==> src/rtl/scan_mux.sv <==
// Registered N:1 channel multiplexer with direct select and time-division auto-scan.
// Output carries a valid strobe, source channel index and a once-per-frame wrap pulse.
module scan_mux #(
  parameter int unsigned NUM_CH = 16,
  parameter int unsigned DATA_W = 1,
  parameter int unsigned DWELL  = 1,
  localparam int unsigned SEL_W = $clog2(NUM_CH)
) (
  input  logic                     clk_i,
  input  logic                     rst_i,
  input  logic                     en_i,
  input  logic                     mode_i,
  input  logic [SEL_W-1:0]         sel_i,
  input  logic [NUM_CH-1:0]        mask_i,
  input  logic [NUM_CH*DATA_W-1:0] din_i,
  output logic [DATA_W-1:0]        dout_o,
  output logic [SEL_W-1:0]         ch_out_o,
  output logic                     valid_o,
  output logic                     wrap_o
);

  localparam int unsigned CNT_W = (DWELL > 1) ? $clog2(DWELL) : 1;

  logic [DATA_W-1:0] din_arr [NUM_CH];

  logic [DATA_W-1:0] dout_q, dout_d;
  logic [SEL_W-1:0]  ch_out_q, ch_out_d;
  logic              valid_q, valid_d;
  logic              wrap_q, wrap_d;
  logic [SEL_W-1:0]  ch_ptr_q, ch_ptr_d;
  logic [CNT_W-1:0]  dwell_cnt_q, dwell_cnt_d;
  logic              mode_q, mode_d;
  logic              slot_end;

  always_comb begin
    for (int i = 0; i < int'(NUM_CH); i++) begin
      din_arr[i] = din_i[i*DATA_W +: DATA_W];
    end
  end

  assign slot_end = (dwell_cnt_q == CNT_W'(DWELL - 1));

  always_comb begin
    dout_d      = dout_q;
    ch_out_d    = ch_out_q;
    valid_d     = 1'b0;
    wrap_d      = 1'b0;
    ch_ptr_d    = ch_ptr_q;
    dwell_cnt_d = dwell_cnt_q;
    mode_d      = mode_i;

    if (!mode_i) begin
      if (en_i) begin
        dout_d   = din_arr[sel_i];
        ch_out_d = sel_i;
        valid_d  = 1'b1;
      end
    end else if (!mode_q) begin
      // Scan entry: restart the sweep at channel 0 whatever en says.
      ch_ptr_d    = '0;
      dwell_cnt_d = '0;
    end else if (en_i) begin
      if (slot_end) begin
        dwell_cnt_d = '0;
        ch_ptr_d    = ch_ptr_q + SEL_W'(1);
        wrap_d      = (ch_ptr_q == SEL_W'(NUM_CH - 1));
        // Masked channels still consume their slot so the frame length stays fixed.
        if (mask_i[ch_ptr_q]) begin
          dout_d   = din_arr[ch_ptr_q];
          ch_out_d = ch_ptr_q;
          valid_d  = 1'b1;
        end
      end else begin
        dwell_cnt_d = dwell_cnt_q + CNT_W'(1);
      end
    end
  end

  always_ff @(posedge clk_i) begin
    if (rst_i) begin
      dout_q      <= '0;
      ch_out_q    <= '0;
      valid_q     <= 1'b0;
      wrap_q      <= 1'b0;
      ch_ptr_q    <= '0;
      dwell_cnt_q <= '0;
      mode_q      <= 1'b0;
    end else begin
      dout_q      <= dout_d;
      ch_out_q    <= ch_out_d;
      valid_q     <= valid_d;
      wrap_q      <= wrap_d;
      ch_ptr_q    <= ch_ptr_d;
      dwell_cnt_q <= dwell_cnt_d;
      mode_q      <= mode_d;
    end
  end

  assign dout_o   = dout_q;
  assign ch_out_o = ch_out_q;
  assign valid_o  = valid_q;
  assign wrap_o   = wrap_q;

endmodule

==> config.mk <==
export PLATFORM = sky130hd
export DESIGN_NAME = scan_mux
export DESIGN_NICKNAME = d
export VERILOG_FILES = /design/src/rtl/scan_mux.sv
export SDC_FILE = /design/constraint.sdc
export NUM_CORES = 1
export LEC_CHECK = 0
export BUFFER_PORTS_ARGS = -buffer_cell sky130_fd_sc_hd__buf_4
export CORE_UTILIZATION = 41
export DETAILED_ROUTE_END_ITERATION = 7
export PLACE_DENSITY = 0.72
export SYNTH_ARGS = -nofsm -noshare
export SYNTH_HDL_FRONTEND = slang
export SYNTH_SLANG_ARGS = --single-unit
==> constraint.sdc <==
create_clock -name clk_i -period 1.9 [get_ports clk_i]
set_input_delay 0.19 -clock clk_i [delete_from_list [all_inputs] [get_ports clk_i]]
set_output_delay 0.19 -clock clk_i [all_outputs]
set_load 0.02 [all_outputs]
==> metrics.txt, run 1 <==
flop-to-flop setup slack=between 0.1 and 0.15 ns; crit path time final=about 1.8 ns; Leak Pwr=about 0.59 nW; Die Ht=around 51 um; die area=about 2600 sq um; Worst-path clk slew=~0.090 ns; initial antenna violation count=0; clock root buffer=clkbuf_4; Core Region=between 2000 and 2500 sq um; fmax=about 0.56 GHz; via count=approximately 940; CTS tree=yes; final instance area=approximately 1400 sq um; GRT overflow=0; area of the multi-input gates=682 sq um; Layout area overhead=41.0%; Hold Path Cell Cnt=2; hold path endpoint=dout_o; Final Hold Viols=0; top cell type's share of synthesized area=24.3%; Post-synth top cells=dfxtp_1 (12), nand2_1 (11), nor2_1 (11); WP data arrival=between 1.5 and 2 ns; top_reg_cell synth=dfxtp_1; power consumption=between 0.6 and 0.7 mW; width of the die=~50 um; total CTS buffers=3; syn avg cell area=10.1 sq um; Slew @ Worst Pin=roughly 0.34 ns; HPWL Detailed=~1900 um; CP delay by family, top=multiplexers; row count=17; Syn. warnings=0; status=finished clean; post-layout util=between 60% and 70%; post-CTS setup buffers=0; Reg2Reg Depth=6; critical path endpoint category=flop; hold_buf cts=0; final setup vio count=0; Req. time, crit path=between 2 and 2.5 ns; DRC=0; Unique masters post-synth=28; vias per cell=approximately 5.5; Hold Startpoint=rst_i; CTS resizes=1; DR pass1 iterations=4; NumNets Final=184; vias in the first global route=~900; first-pass GRT wire length=~3800 um; number of routed nets with antenna violations=0; RSZ-0062 raised after global routing=no; worst skew pair latency=approximately 0.27 ns; dpl ws=roughly 0.028 ns; #FFs+latches synth=12; htree depth=1; placed cell areas=1360 sq um; Syn Std Cell Area=around 990 sq um; Critical Path Fanout Max=9; most frequent cell after synthesis=dfxtp_1; hold crit path type=in -> reg; Fillers=~190; Post-Synthesis Cells=slightly below 100; Setup CP Type=reg -> reg; crit-path cells=buf_4 -> mux4_1 -> nand3b_1 -> nand3_1 -> o221ai_1 -> a21oi_2; total negative slack=0 ns; top area cells in the synthesized netlist=dfxtp_1 (24%), mux4_1 (16%), mux4_2 (14%); routability cong.=about 0.72; RR Startpoint=ch_ptr_q[0]; Register Area=about 240 sq um; Initial Utilization=between 40% and 50%; CTS max path bufs=2; Worst path max stage delay=about 0.58 ns; io pins=47; asr flop ratio synth=0%; maximum VDD drop=0.000265 V; Reg-to-Reg End=dout_o; Synth area leader=dfxtp_1; Buf/Inv on CP=1; Seq/Total Area, Yosys=between 20% and 30%; clk sink count=12; Post-synth EDFFs=0; Tcrit/Tclk final=between 90 and 100%; pin count of the biggest net entering global routing=15; GRT Total Usage=19.3%; Syn Nets=139; drt total wl=roughly 2300 um; max_slew headroom=a little under 80%; slowest CP cell=mux4_1; Setup WS post-layout=approximately 0.12 ns; Setup Skew=0.00747 ns; max_cap viols=0; Max Slew Vio Count=0; Antenna Cells=0; Buffers on Ports=46; 1st-iter DRT viols=18; CP Launch Type=flop; pwr/cell area=483 nW/um^2; Routed wire per std cell=13.7 um; share of layout cells above drive strength 1=around 48%
## routing by layer
layer | vias to the layer above | share of wire [%] | GRT usage (%)
met5 | - | 0 | 0
met4 | 0 | 0 | 8.80
met3 | 0 | 5.2 | 1.49
met2 | 37 | 52 | 33.3
met1 | 438 | 43 | 24.4
li1 | 461 | - | -
## sequential cells by signal (all words and copies together) (netlist names)
name      flops
wrap_o        1
ch_ptr_q      4
mode_q        1
dout_o        1
ch_out_o      4
valid_o       1
## cells in the final DEF, fill, tap and decap left out, drive strengths merged
cell type / Yosys / layout
nor2b: 2 / 2
nor4bb: 1 / 1
a22oi: 1 / 1
mux2i: 5 / 5
a211oi: 4 / 4
nand3: 6 / 6
nand2: 11 / 11
and4b: 1 / 1
o221ai: 2 / 2
inv: 3 / 3
nand3b: 3 / 3
nor3: 2 / 2
or2: 1 / 1
o21ai: 2 / 2
dfxtp: 12 / 12
mux4: 12 / 12
nor2: 11 / 11
ha: 1 / 1
buf: 4 / 50
nand4: 2 / 2
a21oi: 6 / 6
clkbuf: 6 / 4
## power by group
part / switching, mW / leakage [nW] / internal (mW) / total (mW)
sequential: 0.00770 / 0.0986 / 0.262 / 0.270
combinational: 0.0778 / 0.472 / 0.118 / 0.195
clock: 0.0919 / 0.0210 / 0.116 / 0.208
total: 0.177 / 0.592 / 0.496 / 0.673
## logic make-up (layout without fill, tap and decap cells)
group,after synthesis,after routing,share of synthesized area [%]
AOI/OAI and AO/OA,15,15,13.2
adders and majority gates,1,1,1.27
buffers and inverters,13,57,6.71
DFF,12,12,24.3
muxes,17,17,34.7
and+or+nand+nor,40,40,19.9
## worst max path at each step
stage	depth (start not counted)	slack (ns)	to	start
floorplan	7	0.14	ch_out_o[0]	ch_ptr_q[0]
global placement	6	0.09	dout_o	ch_ptr_q[0]
detailed placement	6	0.03	dout_o	ch_ptr_q[0]
CTS	6	0.1	dout_o	ch_ptr_q[0]
global route	6	0.02	dout_o	ch_ptr_q[0]
finish	6	0.12	dout_o	ch_ptr_q[0]
## metrics by stage
stage,hold WS [ns],cells
after global placement,0.460,166
after CTS,0.178,170
after global routing,0.194,170
after floorplan,0.273,98
final,0.187,170
after detailed placement,0.466,166
## final cells by class
class	count	share of cell area [%]
timing repair buffer	50	27.8
inverter	3	0.808
clock buffer	4	2.60
tap	28	2.51
multi-input combinational	73	48.9
sequential	12	17.3
(Power assumes the default switching activity.)
==> run 2: changes to the inputs <==
Settings changed: CORE_UTILIZATION 41 to 43, CTS_BUF_LIST from default to sky130_fd_sc_hd__clkbuf_2 sky130_fd_sc_hd__clkbuf_4 sky130_fd_sc_hd__clkbuf_8, PLACE_DENSITY 0.72 to 0.75.
==> run 2 against run 1 <==
  * Critical path depth stayed put
  * Clock power is essentially flat
  * Final area is the same
  * Non-clock buffer count up 1
  * Largest power group unchanged
  * Via count grew 4.5%
  * Sequential share of layout area stayed put
  * Sequential power hardly changed
  * Critical endpoint unchanged
  * Largest cell class unchanged
  * Global-route usage up 3.9 points
  * Final cell count is the same
  * Combinational power about the same
  * Die area shrank 4.5%
==> metrics.txt, run 2 (same netlist as run 1, synthesis figures left out) <==
hold crit path type=in -> reg; most common cell after layout, fill and taps aside=buf_4; slowest CP cell=mux4_1; Buffers on Ports=46 (unchanged); Final Hold Viols=0 (unchanged); worst skew pair latency=0.28 ns (about the same); Register Area=241 sq um (unchanged); Core Region=2060 sq um (-7.7%); final setup vio count=0 (unchanged); Worst-path clk slew=0.08 ns (about the same); Setup CP Type=reg -> reg; flop-to-flop setup slack=0.14 ns (+0.02 ns); htree depth=1 (unchanged); Fillers=156 (-18%); 1st-iter DRT viols=14 (-4); max_slew headroom=74.2% (-3.1 points); die area=2490 sq um (-4.5%); share of layout cells above drive strength 1=49.0% (+1.1 points); CTS resizes=0 (-1); first-pass GRT wire length=4240 um (+12%); CTS tree=yes; WP data arrival=1.94 ns (about the same); Worst path max stage delay=0.57 ns (about the same); Layout area overhead=41.0% (unchanged); crit path time final=1.76 ns (-0.0213 ns); Max Slew Vio Count=0 (unchanged); pwr/cell area=487 nW/um^2 (+0.70%); maximum VDD drop=0.000323 V (+22%); io pins=47 (unchanged); Setup Skew=0.00391 ns (-0.00356 ns); CP startpoint=ch_ptr_q[0]; commonest cells after routing, fill and taps aside=buf_4 (51), nand2_1 (11), nor2_1 (11), dfxtp_1 (11); Die Ht=49.9 um (-2.3%); total negative slack=0 ns (unchanged); Hold Startpoint=rst_i; width of the die=49.9 um (-2.3%); clock root buffer=clkbuf_4; Req. time, crit path=2.08 ns (+0.02 ns); pin count of the biggest net entering global routing=15 (unchanged); GRT overflow=0 (unchanged); GRT Total Usage=23.2% (+3.9 points); post-CTS setup buffers=0 (unchanged); Tcrit/Tclk final=92.6% (-1.1 points); HPWL Detailed=2000 um (+5.9%); hold_buf cts=0 (unchanged); Routed wire per std cell=15.0 um (+9.6%); Antenna Cells=0 (unchanged); total CTS buffers=3 (unchanged); CP Launch Type=flop; Slew @ Worst Pin=0.382 ns (+0.0459 ns); max_cap viols=0 (unchanged); row count=16 (-1); number of routed nets with antenna violations=0 (unchanged); CTS max path bufs=2 (unchanged); crit-path cells=buf_4 -> mux4_1 -> nand3b_1 -> nand3_1 -> o221ai_2 -> a21oi_2; critical path endpoint category=flop; clk sink count=12 (unchanged); initial antenna violation count=0 (unchanged); status=finished clean; RSZ-0062 raised after global routing=no; drt total wl=2550 um (+9.6%); power consumption=0.678 mW (+0.70%); vias in the first global route=963 (+8.3%); via count=978 (+4.5%); routability cong.=0.806 (+12%); fmax=0.569 GHz (+1.2%); NumNets Final=185 (+0.54%); RR Startpoint=ch_ptr_q[0]; Critical Path Fanout Max=9 (unchanged); DRC=0 (unchanged); Buf/Inv on CP=1 (unchanged); Leak Pwr=0.594 nW (+0.29%); vias per cell=5.75 (+4.5%); DR pass1 iterations=6 (+2); CP delay by family, top=multiplexers; Initial Utilization=47.9% (+3.7 points); area of the multi-input gates=688 sq um (+0.92%)
[run 2: cell types whose count changed in the layout (fill, tap and decap cells not counted)]
cell | previous run | this run
buf_12 | 1 | 0
o221ai_1 | 1 | 0
o221ai_2 | 1 | 2
buf_4 | 49 | 51
[run 2: report_power, final]
group,switching [mW],internal [mW]
sequential,0.00848,0.262
combinational,0.0805,0.116
clock,0.0940,0.117
total,0.183,0.495
[run 2: stage by stage]
stage / std cells / worst slack, ns / util (%) / hold slack, ns / cell area (sq um)
final: 170 / 0.141 / 67.6 / 0.165 / 1390
after global routing: 170 / 0.0110 / 67.6 / 0.177 / 1390
after CTS: 170 / 0.00258 / 67.2 / 0.170 / 1390
after detailed placement: 166 / 0.0163 / 65.5 / 0.467 / 1350
after global placement: 166 / 0.0622 / 65.5 / 0.463 / 1350
after floorplan: 98 / 0.140 / - / 0.273 / 988
[run 2: worst register-to-register path: stages (launching register included)]
cell and delay [ns]:
dfxtp_2 0.41, buf_4 0.21, mux4_1 0.58, nand3b_1 0.10
nand3_1 0.10, o221ai_2 0.20, a21oi_2 0.07
[run 2: path summary, 6_finish.rpt]
kind	to	cells after the start
min reg2reg	ch_out_o[3]	2
max reg2reg	dout_o	6
min	dout_o	2
max	dout_o	6
[run 2: layer usage]
layer,GRT usage (%),up-vias,wire length (um)
met5,0,-,0
met4,10.0,0,46
met3,3.70,5,116
met2,40.5,40,1320
met1,27.7,470,1060
li1,-,463,-
[run 2: cell type report]
type	instances	share of cell area [%]
multi-input combinational	73	49.4
timing repair buffer	51	27.5
sequential	12	17.3
clock buffer	4	2.60
tap	27	2.42
inverter	3	0.808
==> run 3: changes to the inputs <==
Settings changed: CTS_CLUSTER_DIAMETER from default to 200.
Clock period 1.9 ns to 1.51 ns, I/O delays scaled along.
==> run 3 against run 2 <==
  * The run now ends with setup timing left
  * Largest cell class unchanged
  * Core utilization is 1.9 points higher
  * Power increased by 28%
  * Critical path depth unchanged
  * Flip-flop and latch count is the same
  * Non-clock buffer count grew 3
  * Clock-buffer cell count did not move
  * Setup slack worse by 0.38 ns
  * Via count increased by 0.51%
  * Die area is the same
  * Combinational power grew 35%
  * Register-to-register slack lost 0.38 ns
==> metrics.txt, run 3 (same netlist as run 1, synthesis figures left out) <==
status=complete, but fails checks; failing checks=setup timing; total CTS buffers=3 (unchanged); CP Launch Type=flop; crit-path cells=mux4_2 -> mux2i_2 -> o221ai_2 -> buf_4 -> nor2_2 -> a211oi_2; post-CTS setup buffers=0 (unchanged); routability cong.=0.828 (+2.8%); htree depth=1 (unchanged); CTS tree=yes; die area=2490 sq um (unchanged); Layout area overhead=45.1%; Routed wire per std cell=15.5 um (+3.2%); number of routed nets with antenna violations=0 (unchanged); Max Slew Vio Count=0 (unchanged); RR Startpoint=ch_ptr_q[0]; commonest cells after routing, fill and taps aside=buf_4 (53), nand2_1 (11), dfxtp_1 (11), mux4_2 (8), nor2_1 (7); GRT Total Usage=24.1% (+0.88 points); Slew @ Worst Pin=0.308 ns (-0.0744 ns); Buf/Inv on CP=1 (unchanged); DRC=0 (unchanged); Final Non-Filler Cells=173 (+1.8%); critical path endpoint category=flop; Setup CP Type=reg -> reg; Setup Skew=0.00926 ns (+0.00536 ns); Hold Startpoint=rst_i; drt total wl=2670 um (+5.1%); io pins=47 (unchanged); most common cell after layout, fill and taps aside=buf_4; CP delay by family, top=multiplexers; NumNets Final=188 (+1.6%); maximum VDD drop=0.000472 V (+46%); Req. time, crit path=1.67 ns (-0.41 ns); Worst path max stage delay=0.53 ns (-0.04 ns); HPWL Detailed=2020 um (+0.86%); CP startpoint=ch_ptr_q[0]; Buffers on Ports=46 (unchanged); row count=16 (unchanged); DR pass1 iterations=4 (-2); crit path time final=1.75 ns (-0.0108 ns); vias in the first global route=965 (+0.21%); GRT overflow=0 (unchanged); max_cap viols=0 (unchanged); first-pass GRT wire length=4400 um (+3.9%); share of layout cells above drive strength 1=54.8% (+5.8 points); Placed Cells=169 (+1.8%); width of the die=49.9 um (unchanged); Core Region=2060 sq um (unchanged); hold crit path type=in -> reg; Leak Pwr=0.610 nW (+2.8%); clock root buffer=clkbuf_4; Initial Utilization=47.9% (unchanged); via count=983 (+0.51%); RSZ-0062 raised after global routing=yes; dpl ws=-0.260 ns (-0.277 ns); Antenna Cells=0 (unchanged); CTS max path bufs=2 (unchanged); Setup WS post-layout=-0.238 ns (-0.379 ns); 1st-iter DRT viols=24 (+10); Fillers=161 (+3.2%); WP data arrival=1.91 ns (-0.03 ns); Final Hold Viols=0 (unchanged); power consumption=0.870 mW (+28%); Critical Path Fanout Max=6 (-3); final setup vio count=6 (+6); vias per cell=5.68 (-1.2%); pwr/cell area=607 nW/um^2 (+25%); pin count of the biggest net entering global routing=15 (unchanged); slowest CP cell=mux4_2; Worst-path clk slew=0.09 ns (about the same); initial antenna violation count=0 (unchanged); fmax=0.572 GHz (+0.62%); Tcrit/Tclk final=116% (+23 points); clk sink count=12 (unchanged); max_slew headroom=79.2% (+5.0 points); post-layout util=69.5% (+1.9 points); Die Ht=49.9 um (unchanged); total negative slack=-1.34 ns (-1.34 ns); worst skew pair latency=0.28 ns (about the same)
-- run 3: changes by cell type in the layout (fill, tap and decap cells not counted), sizes merged --
cell and change:
buf +3
-- run 3: repair_timing --
| action | 4_1_cts | 5_1_grt |
|---|---|---|
| setup endpoints to repair | 6 | 6 |
| endpoints found under the hold margin | 0 | 0 |
| gates resized for setup | 9 | 3 |
| hold buffers | 0 | 0 |
| pin swaps | 2 | 3 |
-- run 3: cell type report --
type / count / area [sq um] / area share, %
Multi-Input combinational cell: 73 / 699 / 48.8
Timing Repair Buffer: 54 / 409 / 28.5
Sequential cell: 12 / 244 / 17.0
Clock buffer: 4 / 36.3 / 2.53
Tap cell: 27 / 33.8 / 2.36
Inverter: 3 / 11.3 / 0.785
-- run 3: worst paths after layout --
check / slack, ns / to / depth (start not counted)
max: -0.24 / ch_out_o[2] / 6
min: 0.13 / dout_o / 2
max reg2reg: -0.24 / ch_out_o[2] / 6
min reg2reg: 0.54 / ch_out_o[2] / 2
-- run 3: worst reg2reg max path: cells and delay by family, from the launching register on --
family / cells / cell delay [ns]
flops: 1 / 0.41
buf+inv: 1 / 0.19
simple gates: 1 / 0.09
mux: 2 / 0.73
compound gates: 2 / 0.21
-- run 3: routing by layer --
layer / wire length (um) / track usage [%] / vias to the layer above
met4: 63 / 13.3 / 0
met1: 1140 / 31.7 / 458
met3: 135 / 4.63 / 8
met5: 0 / 0 / -
li1: - / - / 469
met2: 1340 / 36.7 / 48
-- run 3: metrics by stage --
step | hold WS, ns | cell area, sq um
final | 0.130 | 1430
after global routing | 0.134 | 1430
after CTS | 0.127 | 1430
after detailed placement | 0.433 | 1370
after global placement | 0.420 | 1370
after floorplan | 0.234 | 990
-- run 3: report_power, final --
part	internal, mW	switching [mW]
logic	0.155	0.110
registers	0.328	0.0109
clock network	0.147	0.119
